--- config.mk ---
export PLATFORM = sky130hd
export DESIGN_NAME = tomasulo_rs_flat
export DESIGN_NICKNAME = d
export VERILOG_FILES = /design/src/rtl/tomasulo_rs_if.sv /design/src/rtl/tomasulo_rs.sv /design/src/flat_wrapper.sv
export SDC_FILE = /design/constraint.sdc
export NUM_CORES = 1
export LEC_CHECK = 0
export ABC_AREA = 1
export CAP_MARGIN = 30
export CORE_MARGIN = 2
export CORE_UTILIZATION = 56
export CTS_CLUSTER_DIAMETER = 100
export DETAILED_ROUTE_END_ITERATION = 10
export PLACE_DENSITY = 0.8
export SLEW_MARGIN = 30
export SYNTH_ARGS = -nofsm -noshare
export SYNTH_HDL_FRONTEND = slang
export SYNTH_SLANG_ARGS = --single-unit
--- constraint.sdc ---
create_clock -name clk -period 7.8 [get_ports clk]
set_clock_uncertainty 0.05 [all_clocks]
set_input_delay 1.56 -clock clk [delete_from_list [all_inputs] [get_ports clk]]
set_output_delay 1.56 -clock clk [all_outputs]
set_load 0.01 [all_outputs]
--- src/rtl/tomasulo_rs_if.sv ---
// Shared types and the dispatch / CDB / issue bus of the tomasulo_rs
// reservation station. The master side dispatches ops and drives the CDB;
// the slave side (the reservation station) accepts ops and issues them.

package tomasulo_rs_pkg;
    typedef enum logic [3:0] {
        OP_ADD  = 4'd0,
        OP_SUB  = 4'd1,
        OP_AND  = 4'd2,
        OP_OR   = 4'd3,
        OP_XOR  = 4'd4,
        OP_SLL  = 4'd5,
        OP_SRL  = 4'd6,
        OP_MOVI = 4'd7
    } opcode_t;

    typedef logic [15:0] imm_t;
    typedef logic [3:0]  robid_t;
    typedef logic [4:0]  tag_t;
    typedef logic [31:0] word_t;

    typedef struct packed {
        logic   vld;
        tag_t   tag;
        word_t  wdata;
        robid_t robid;
    } cdb_t;

    typedef struct packed {
        opcode_t     op;
        word_t [1:0] rdata;
        imm_t        imm;
        tag_t        tag;
        robid_t      robid;
    } issue_t;
endpackage

interface tomasulo_rs_if;
    import tomasulo_rs_pkg::*;

    logic        disp_vld;
    logic        disp_rdy;
    opcode_t     disp_op;
    imm_t        disp_imm;
    robid_t      disp_robid;
    logic [1:0]  disp_src_rdy;
    tag_t [1:0]  disp_src_tag;
    word_t [1:0] disp_src_data;
    tag_t        disp_tag;
    cdb_t        cdb;
    logic        iss_vld;
    issue_t      iss;

    modport master (
        output disp_vld, disp_op, disp_imm, disp_robid,
               disp_src_rdy, disp_src_tag, disp_src_data, cdb,
        input  disp_rdy, disp_tag, iss_vld, iss
    );

    modport slave (
        input  disp_vld, disp_op, disp_imm, disp_robid,
               disp_src_rdy, disp_src_tag, disp_src_data, cdb,
        output disp_rdy, disp_tag, iss_vld, iss
    );
endinterface

--- src/rtl/tomasulo_rs.sv ---
// Reservation station in front of the execution logic: holds dispatched ops,
// wakes pending operands from the CDB and issues the oldest ready op per cycle.
// Define TOMASULO_RS_BYPASS_EN to let an op issue in the same cycle the CDB
// broadcasts its last missing operand.

module tomasulo_rs
    import tomasulo_rs_pkg::*;
#(
    parameter int unsigned N        = 4,
    parameter int unsigned TAG_BASE = 1
) (
    input  logic                   clk,
    input  logic                   rst,
    input  logic                   flush,
    tomasulo_rs_if.slave           bus,
    output logic [$clog2(N+1)-1:0] occupancy
);
    localparam int unsigned IW = $clog2(N);
    localparam int unsigned OW = $clog2(N+1);

    logic [N-1:0] vld;
    opcode_t      e_op     [N];
    imm_t         e_imm    [N];
    robid_t       e_robid  [N];
    logic [1:0]   src_rdy  [N];
    tag_t [1:0]   src_tag  [N];
    word_t [1:0]  src_data [N];
    // age[i][j] set means entry i is younger than entry j
    logic [N-1:0] age      [N];

    logic [1:0]   cdb_hit  [N];
    logic [1:0]   opr_ok   [N];
    logic [N-1:0] rdy;
    logic [1:0]   disp_cap;

    logic         sel_hit;
    logic [IW-1:0] sel_idx;
    tag_t         sel_tag;
    logic         older_rdy;

    logic         free_hit;
    logic [IW-1:0] free_idx;
    tag_t         free_tag;

    logic         accept;
    logic         iss_fire;
    issue_t       iss_c;

    // CDB tag matches against pending operands and the operands being dispatched
    always_comb begin
        for (int unsigned i = 0; i < N; i++) begin
            for (int unsigned k = 0; k < 2; k++) begin
                cdb_hit[i][k] = bus.cdb.vld && (bus.cdb.tag != '0) && !src_rdy[i][k]
                                && (src_tag[i][k] == bus.cdb.tag);
            end
        end
        for (int unsigned k = 0; k < 2; k++) begin
            disp_cap[k] = bus.cdb.vld && (bus.cdb.tag != '0)
                          && (bus.disp_src_tag[k] == bus.cdb.tag);
        end
    end

    // Entry readiness; MOVI does not wait on its operands
    always_comb begin
        for (int unsigned i = 0; i < N; i++) begin
`ifdef TOMASULO_RS_BYPASS_EN
            opr_ok[i] = src_rdy[i] | cdb_hit[i];
`else
            opr_ok[i] = src_rdy[i];
`endif
            rdy[i] = vld[i] && ((e_op[i] == OP_MOVI) || (&opr_ok[i]));
        end
    end

    // Oldest-ready select: a ready entry with no ready entry older than it
    always_comb begin
        sel_hit   = 1'b0;
        sel_idx   = '0;
        sel_tag   = '0;
        older_rdy = 1'b0;
        for (int unsigned i = 0; i < N; i++) begin
            older_rdy = 1'b0;
            for (int unsigned j = 0; j < N; j++) begin
                if (rdy[j] && age[i][j]) older_rdy = 1'b1;
            end
            if (rdy[i] && !older_rdy && !sel_hit) begin
                sel_hit = 1'b1;
                sel_idx = i[IW-1:0];
                sel_tag = tag_t'(TAG_BASE + i);
            end
        end
    end

    // Lowest-index free entry, from current state only
    always_comb begin
        free_hit = 1'b0;
        free_idx = '0;
        free_tag = '0;
        for (int unsigned i = 0; i < N; i++) begin
            if (!vld[i] && !free_hit) begin
                free_hit = 1'b1;
                free_idx = i[IW-1:0];
                free_tag = tag_t'(TAG_BASE + i);
            end
        end
    end

    assign accept       = bus.disp_vld && free_hit && !flush;
    assign iss_fire     = sel_hit && !flush;
    assign bus.disp_rdy = free_hit;
    assign bus.disp_tag = free_tag;
    assign bus.iss_vld  = iss_fire;
    assign bus.iss      = iss_c;

    // Issue payload from the selected entry, zero when nothing issues
    always_comb begin
        iss_c = '0;
        if (iss_fire) begin
            iss_c.op    = e_op[sel_idx];
            iss_c.imm   = e_imm[sel_idx];
            iss_c.robid = e_robid[sel_idx];
            iss_c.tag   = sel_tag;
            for (int unsigned k = 0; k < 2; k++) begin
                iss_c.rdata[k] = src_data[sel_idx][k];
`ifdef TOMASULO_RS_BYPASS_EN
                if (cdb_hit[sel_idx][k]) iss_c.rdata[k] = bus.cdb.wdata;
`endif
            end
        end
    end

    // Valid-entry count
    always_comb begin
        occupancy = '0;
        for (int unsigned i = 0; i < N; i++) begin
            occupancy = occupancy + {{(OW-1){1'b0}}, vld[i]};
        end
    end

    // Entry state: wakeup, dispatch write, issue invalidate; rst/flush drop everything
    always_ff @(posedge clk) begin
        if (rst || flush) begin
            vld <= '0;
            for (int unsigned i = 0; i < N; i++) age[i] <= '0;
        end else begin
            for (int unsigned i = 0; i < N; i++) begin
                for (int unsigned k = 0; k < 2; k++) begin
                    if (vld[i] && cdb_hit[i][k]) begin
                        src_rdy[i][k]  <= 1'b1;
                        src_data[i][k] <= bus.cdb.wdata;
                    end
                end
            end
            if (accept) begin
                vld[free_idx]     <= 1'b1;
                e_op[free_idx]    <= bus.disp_op;
                e_imm[free_idx]   <= bus.disp_imm;
                e_robid[free_idx] <= bus.disp_robid;
                for (int unsigned k = 0; k < 2; k++) begin
                    src_tag[free_idx][k] <= bus.disp_src_tag[k];
                    if (bus.disp_src_rdy[k]) begin
                        src_rdy[free_idx][k]  <= 1'b1;
                        src_data[free_idx][k] <= bus.disp_src_data[k];
                    end else if (disp_cap[k]) begin
                        src_rdy[free_idx][k]  <= 1'b1;
                        src_data[free_idx][k] <= bus.cdb.wdata;
                    end else begin
                        src_rdy[free_idx][k]  <= 1'b0;
                        src_data[free_idx][k] <= '0;
                    end
                end
                age[free_idx] <= vld;
                for (int unsigned j = 0; j < N; j++) age[j][free_idx] <= 1'b0;
            end
            // Placed after the dispatch write so the issued column wins in the new row
            if (iss_fire) begin
                vld[sel_idx] <= 1'b0;
                age[sel_idx] <= '0;
                for (int unsigned j = 0; j < N; j++) age[j][sel_idx] <= 1'b0;
            end
        end
    end
endmodule

--- src/flat_wrapper.sv ---
// flat-port wrapper written by rule: the top's interface ports become plain ports
module tomasulo_rs_flat import tomasulo_rs_pkg::*;
#(
    parameter int unsigned N        = 4,
    parameter int unsigned TAG_BASE = 1
)
  (clk, rst, flush, occupancy, bus_disp_vld, bus_disp_op, bus_disp_imm, bus_disp_robid, bus_disp_src_rdy, bus_disp_src_tag, bus_disp_src_data, bus_cdb, bus_disp_rdy, bus_disp_tag, bus_iss_vld, bus_iss);
  tomasulo_rs_if bus_i ();
  input  logic clk;
  input  logic rst;
  input  logic flush;
  output logic [$clog2(N+1)-1:0] occupancy;
  input wire logic [$bits(bus_i.disp_vld)-1:0] bus_disp_vld;
  input wire logic [$bits(bus_i.disp_op)-1:0] bus_disp_op;
  input wire logic [$bits(bus_i.disp_imm)-1:0] bus_disp_imm;
  input wire logic [$bits(bus_i.disp_robid)-1:0] bus_disp_robid;
  input wire logic [$bits(bus_i.disp_src_rdy)-1:0] bus_disp_src_rdy;
  input wire logic [$bits(bus_i.disp_src_tag)-1:0] bus_disp_src_tag;
  input wire logic [$bits(bus_i.disp_src_data)-1:0] bus_disp_src_data;
  input wire logic [$bits(bus_i.cdb)-1:0] bus_cdb;
  output wire logic [$bits(bus_i.disp_rdy)-1:0] bus_disp_rdy;
  output wire logic [$bits(bus_i.disp_tag)-1:0] bus_disp_tag;
  output wire logic [$bits(bus_i.iss_vld)-1:0] bus_iss_vld;
  output wire logic [$bits(bus_i.iss)-1:0] bus_iss;
  assign bus_i.disp_vld = bus_disp_vld;
  assign bus_i.disp_op = bus_disp_op;
  assign bus_i.disp_imm = bus_disp_imm;
  assign bus_i.disp_robid = bus_disp_robid;
  assign bus_i.disp_src_rdy = bus_disp_src_rdy;
  assign bus_i.disp_src_tag = bus_disp_src_tag;
  assign bus_i.disp_src_data = bus_disp_src_data;
  assign bus_i.cdb = bus_cdb;
  assign bus_disp_rdy = bus_i.disp_rdy;
  assign bus_disp_tag = bus_i.disp_tag;
  assign bus_iss_vld = bus_i.iss_vld;
  assign bus_iss = bus_i.iss;
  tomasulo_rs #(.N(N), .TAG_BASE(TAG_BASE)) u_core (.clk(clk), .rst(rst), .flush(flush), .bus(bus_i), .occupancy(occupancy));
endmodule
==> impl_metrics.yaml <==
drt:
  ant_nets: 0
  vias: 16300
  first_pass_iters: 6
  wl_um: 57750
  drc: 0
  drtIter0Drc: 1644
  via_per_inst: 5.967
  post_drt_wl_per_cell_um: 21.15
clock_network:
  worstSkewPairLatency_ps: 540
  cts_sinks: 420
  cts_tree: "built"
  post_cts_buffers: 0
  cts_hold_repair.buffers: 0
  cts-resized-gates: 0
  clk_pin_slew_ps: 60
  cts_made_buffers: 43
  clk_path_buf_depth: 3
  htree_levels: 2
  cts_root_buffer: "clkbuf_16"
floorplan:
  die_width_um: 194.5
  io_pins: 249
  core_um2: 35660
  rows: 69
  start_util_pct: 56.98
  die_height_um: 194.5
  die-area_um2: 37820
flow_run:
  cap_violations: 0
timing:
  timing_hold_violations_final: 0
  period_minus_slack_ps: 5901
  fin_tns_setup_ps: 0
  setup_viol: 0
  max_freq_mhz: 169.5
  relSlewSlack_pct: 38.58
  final.period_utilization_pct: 75.66
  hold_ws_ps: 403.5
  rsz0062_at_grt: "no"
  report.final.slew_viol_count: 0
  worstMarginPinSlew_ps: 919.0
cells_and_area:
  fin_nets: 2385
  area_growth_pct: 19.90
  fillers: 2599
  layout-drive-gt1-share_pct: 7.411
  final-seq-area_um2: 12330
  multi_input_area_um2: 6506
synthesis:
  synth-seq-cells: 420
  synthDistinctLibCells: 49
  yosysWarningCount: 0
  syn_avg_cell_area_um2: 9.921
  synth_area_um2: 20320
  syn_inst: 2048
  seq_area_frac_synth_pct: 60.69
critical_path:
  critPathArrivalTime_ps: 4290
  rr_startpoint: "u_core.vld[0]$_SDFF_PP0_"
  cp.required_ps: 6190
  cp-startpoint: "flush"
  cp-end-kind: "output port"
  worstRegToRegCells: 11
  criticalPathCategory: "primary input to output port"
  critPathLaunchType: "primary input"
  cp_max_fo: 33
global_routing:
  grt_pass1_wl_um: 86970
  grtUsageTotal_pct: 29.81
  grt_pass1_vias: 16180
  grt_max_degree: 100
  grt_util_met3_pct: 5.709
  grt_util_met2_pct: 50.26
  overflow: 0
  met1_usage_pct: 38.14
  busiest_layer: "met2"
  antenna_found_initial: 3
placement:
  place_hpwl_um: 33730
  gp_congestion: 0.9034
  port_buffers: 240
pwr:
  peakVddDrop_mv: 0.1723
  power_density_nw_per_um2: 197.7
  p_leak_nw: 8.782
hold_path:
  min_from: "u_core.age[2][2]$_SDFFE_PP0P_"
  hold_depth: 2
  hold_class: "register to register"
outcome:
  status: "complete, no violations"
## worst paths after layout
check | end | slack [ps]
worst max-delay path | bus_iss[87] | 1900
worst min-delay path | u_core.age[2][2]$_SDFFE_PP0P_ | 400
worst max register to register | u_core.src_data[1][41]$_DFFE_PP_ | 3860
worst min register to register | u_core.age[2][2]$_SDFFE_PP0P_ | 400
## where the power goes
group	switching (W)	total (W)	internal [W]
combinational	0.000187	0.000321	0.000134
sequential	0.0000103	0.00250	0.00249
clock	0.000838	0.00200	0.00116
## synthesized netlist by cell type (all sizes together)
| cell type | n | area (µm²) |
|---|---|---|
| nand3 | 35 | 192.7 |
| or4 | 1 | 7.510 |
| and3 | 1 | 6.260 |
| a221oi | 3 | 26.28 |
| a31oi | 88 | 550.5 |
| o22ai | 6 | 37.54 |
| clkinv | 1 | 3.750 |
| o21bai | 1 | 7.510 |
| a211oi | 2 | 15.01 |
| nand2 | 466 | 1764 |
| dfxtp | 28 | 560.5 |
| o21ai | 400 | 2006 |
| o211ai | 87 | 753.2 |
| a21boi | 1 | 7.510 |
| clkbuf | 67 | 251.5 |
| nor3 | 10 | 50.05 |
| edfxtp | 392 | 11770 |
| o2111ai | 5 | 43.79 |
| buf | 63 | 387.9 |
| inv | 250 | 945.9 |
| ha | 4 | 50.05 |
| fa | 1 | 20.02 |
| nor4 | 5 | 31.28 |
| xnor2 | 6 | 52.55 |
| or2 | 10 | 62.56 |
| nor2 | 59 | 289.0 |
| o41ai | 4 | 50.05 |
| conb | 1 | 3.750 |
| a32o | 1 | 10.01 |
| a21oi | 16 | 80.08 |
| xor2 | 20 | 175.2 |
| nand4 | 13 | 96.34 |
| a31o | 1 | 8.760 |
## critical path: stages
cell	delay (ps)
clkdlybuf4s50_1	530
nor2_4	230
clkinv_2	480
buf_4	470
a31oi_1	370
clkdlybuf4s50_1	620
## sequential cells by signal (all words and copies together), names as in the netlist
| register | count |
|---|---|
| u_core.age | 16 |
| u_core.vld | 4 |
| u_core.e_op | 16 |
| u_core.e_robid | 16 |
| u_core.src_rdy | 8 |
| u_core.src_data | 256 |
| u_core.src_tag | 40 |
| u_core.e_imm | 64 |
## cell families (layout without fill, tap and decap cells)
| family | count (synthesis) | after routing | share of synthesized area, % |
|---|---|---|---|
| buffers and inverters | 381 | 597 | 7.821 |
| adder cells (fa/ha/maj) | 5 | 5 | 0.3449 |
| AND/OR/NAND/NOR | 600 | 600 | 12.30 |
| AO/OA/AOI/OAI | 615 | 615 | 17.70 |
| XOR/XNOR | 26 | 26 | 1.121 |
| other | 1 | 7 | 0.01846 |
| flip-flops | 420 | 420 | 60.69 |
## stage by stage
step | total power, W | std cells | area [µm²] | utilization, % | setup slack (ps)
floorplan | 0.002705 | 2051 | 20330 | - | 1701
global placement | 0.002850 | 2649 | 22970 | 64.42 | 1891
detailed placement | 0.002863 | 2650 | 22990 | 64.49 | 1874
CTS | 0.004821 | 2728 | 24350 | 68.28 | 1866
global route | 0.004938 | 2730 | 24360 | 68.32 | 1768
finish | 0.004817 | 2731 | 24360 | 68.33 | 1899
## area by class of cell
class                   count  area share [%]
clock buffers              60           4.848
inverters                 251           3.975
clock inverters            18          0.7087
repair buffers            268           10.74
well taps                 461           2.368
flip-flops and latches    420           50.62
diodes                      3         0.03082
multi-input cells        1250           26.71
## per-layer routing
metal	part of all wire, %	wire length (µm)	vias up
met2	48	27580	960
met4	3.6	2081	0
met3	11	6276	155
met5	0	0	-
li1	-	-	7526
met1	38	21810	7654
## placed cells by master (no fill, tap or decap), drive strengths merged, types with 20 or more instances in the layout
cell type        n
o211ai          87
edfxtp         392
buf             30
inv            244
a31oi           88
nand2          466
nor2            59
nand3           35
clkbuf          60
dfxtp           28
xor2            20
clkdlybuf4s50  238
clkinv          22
o21ai          400
No activity file was read; power rests on OpenSTA's default activity.
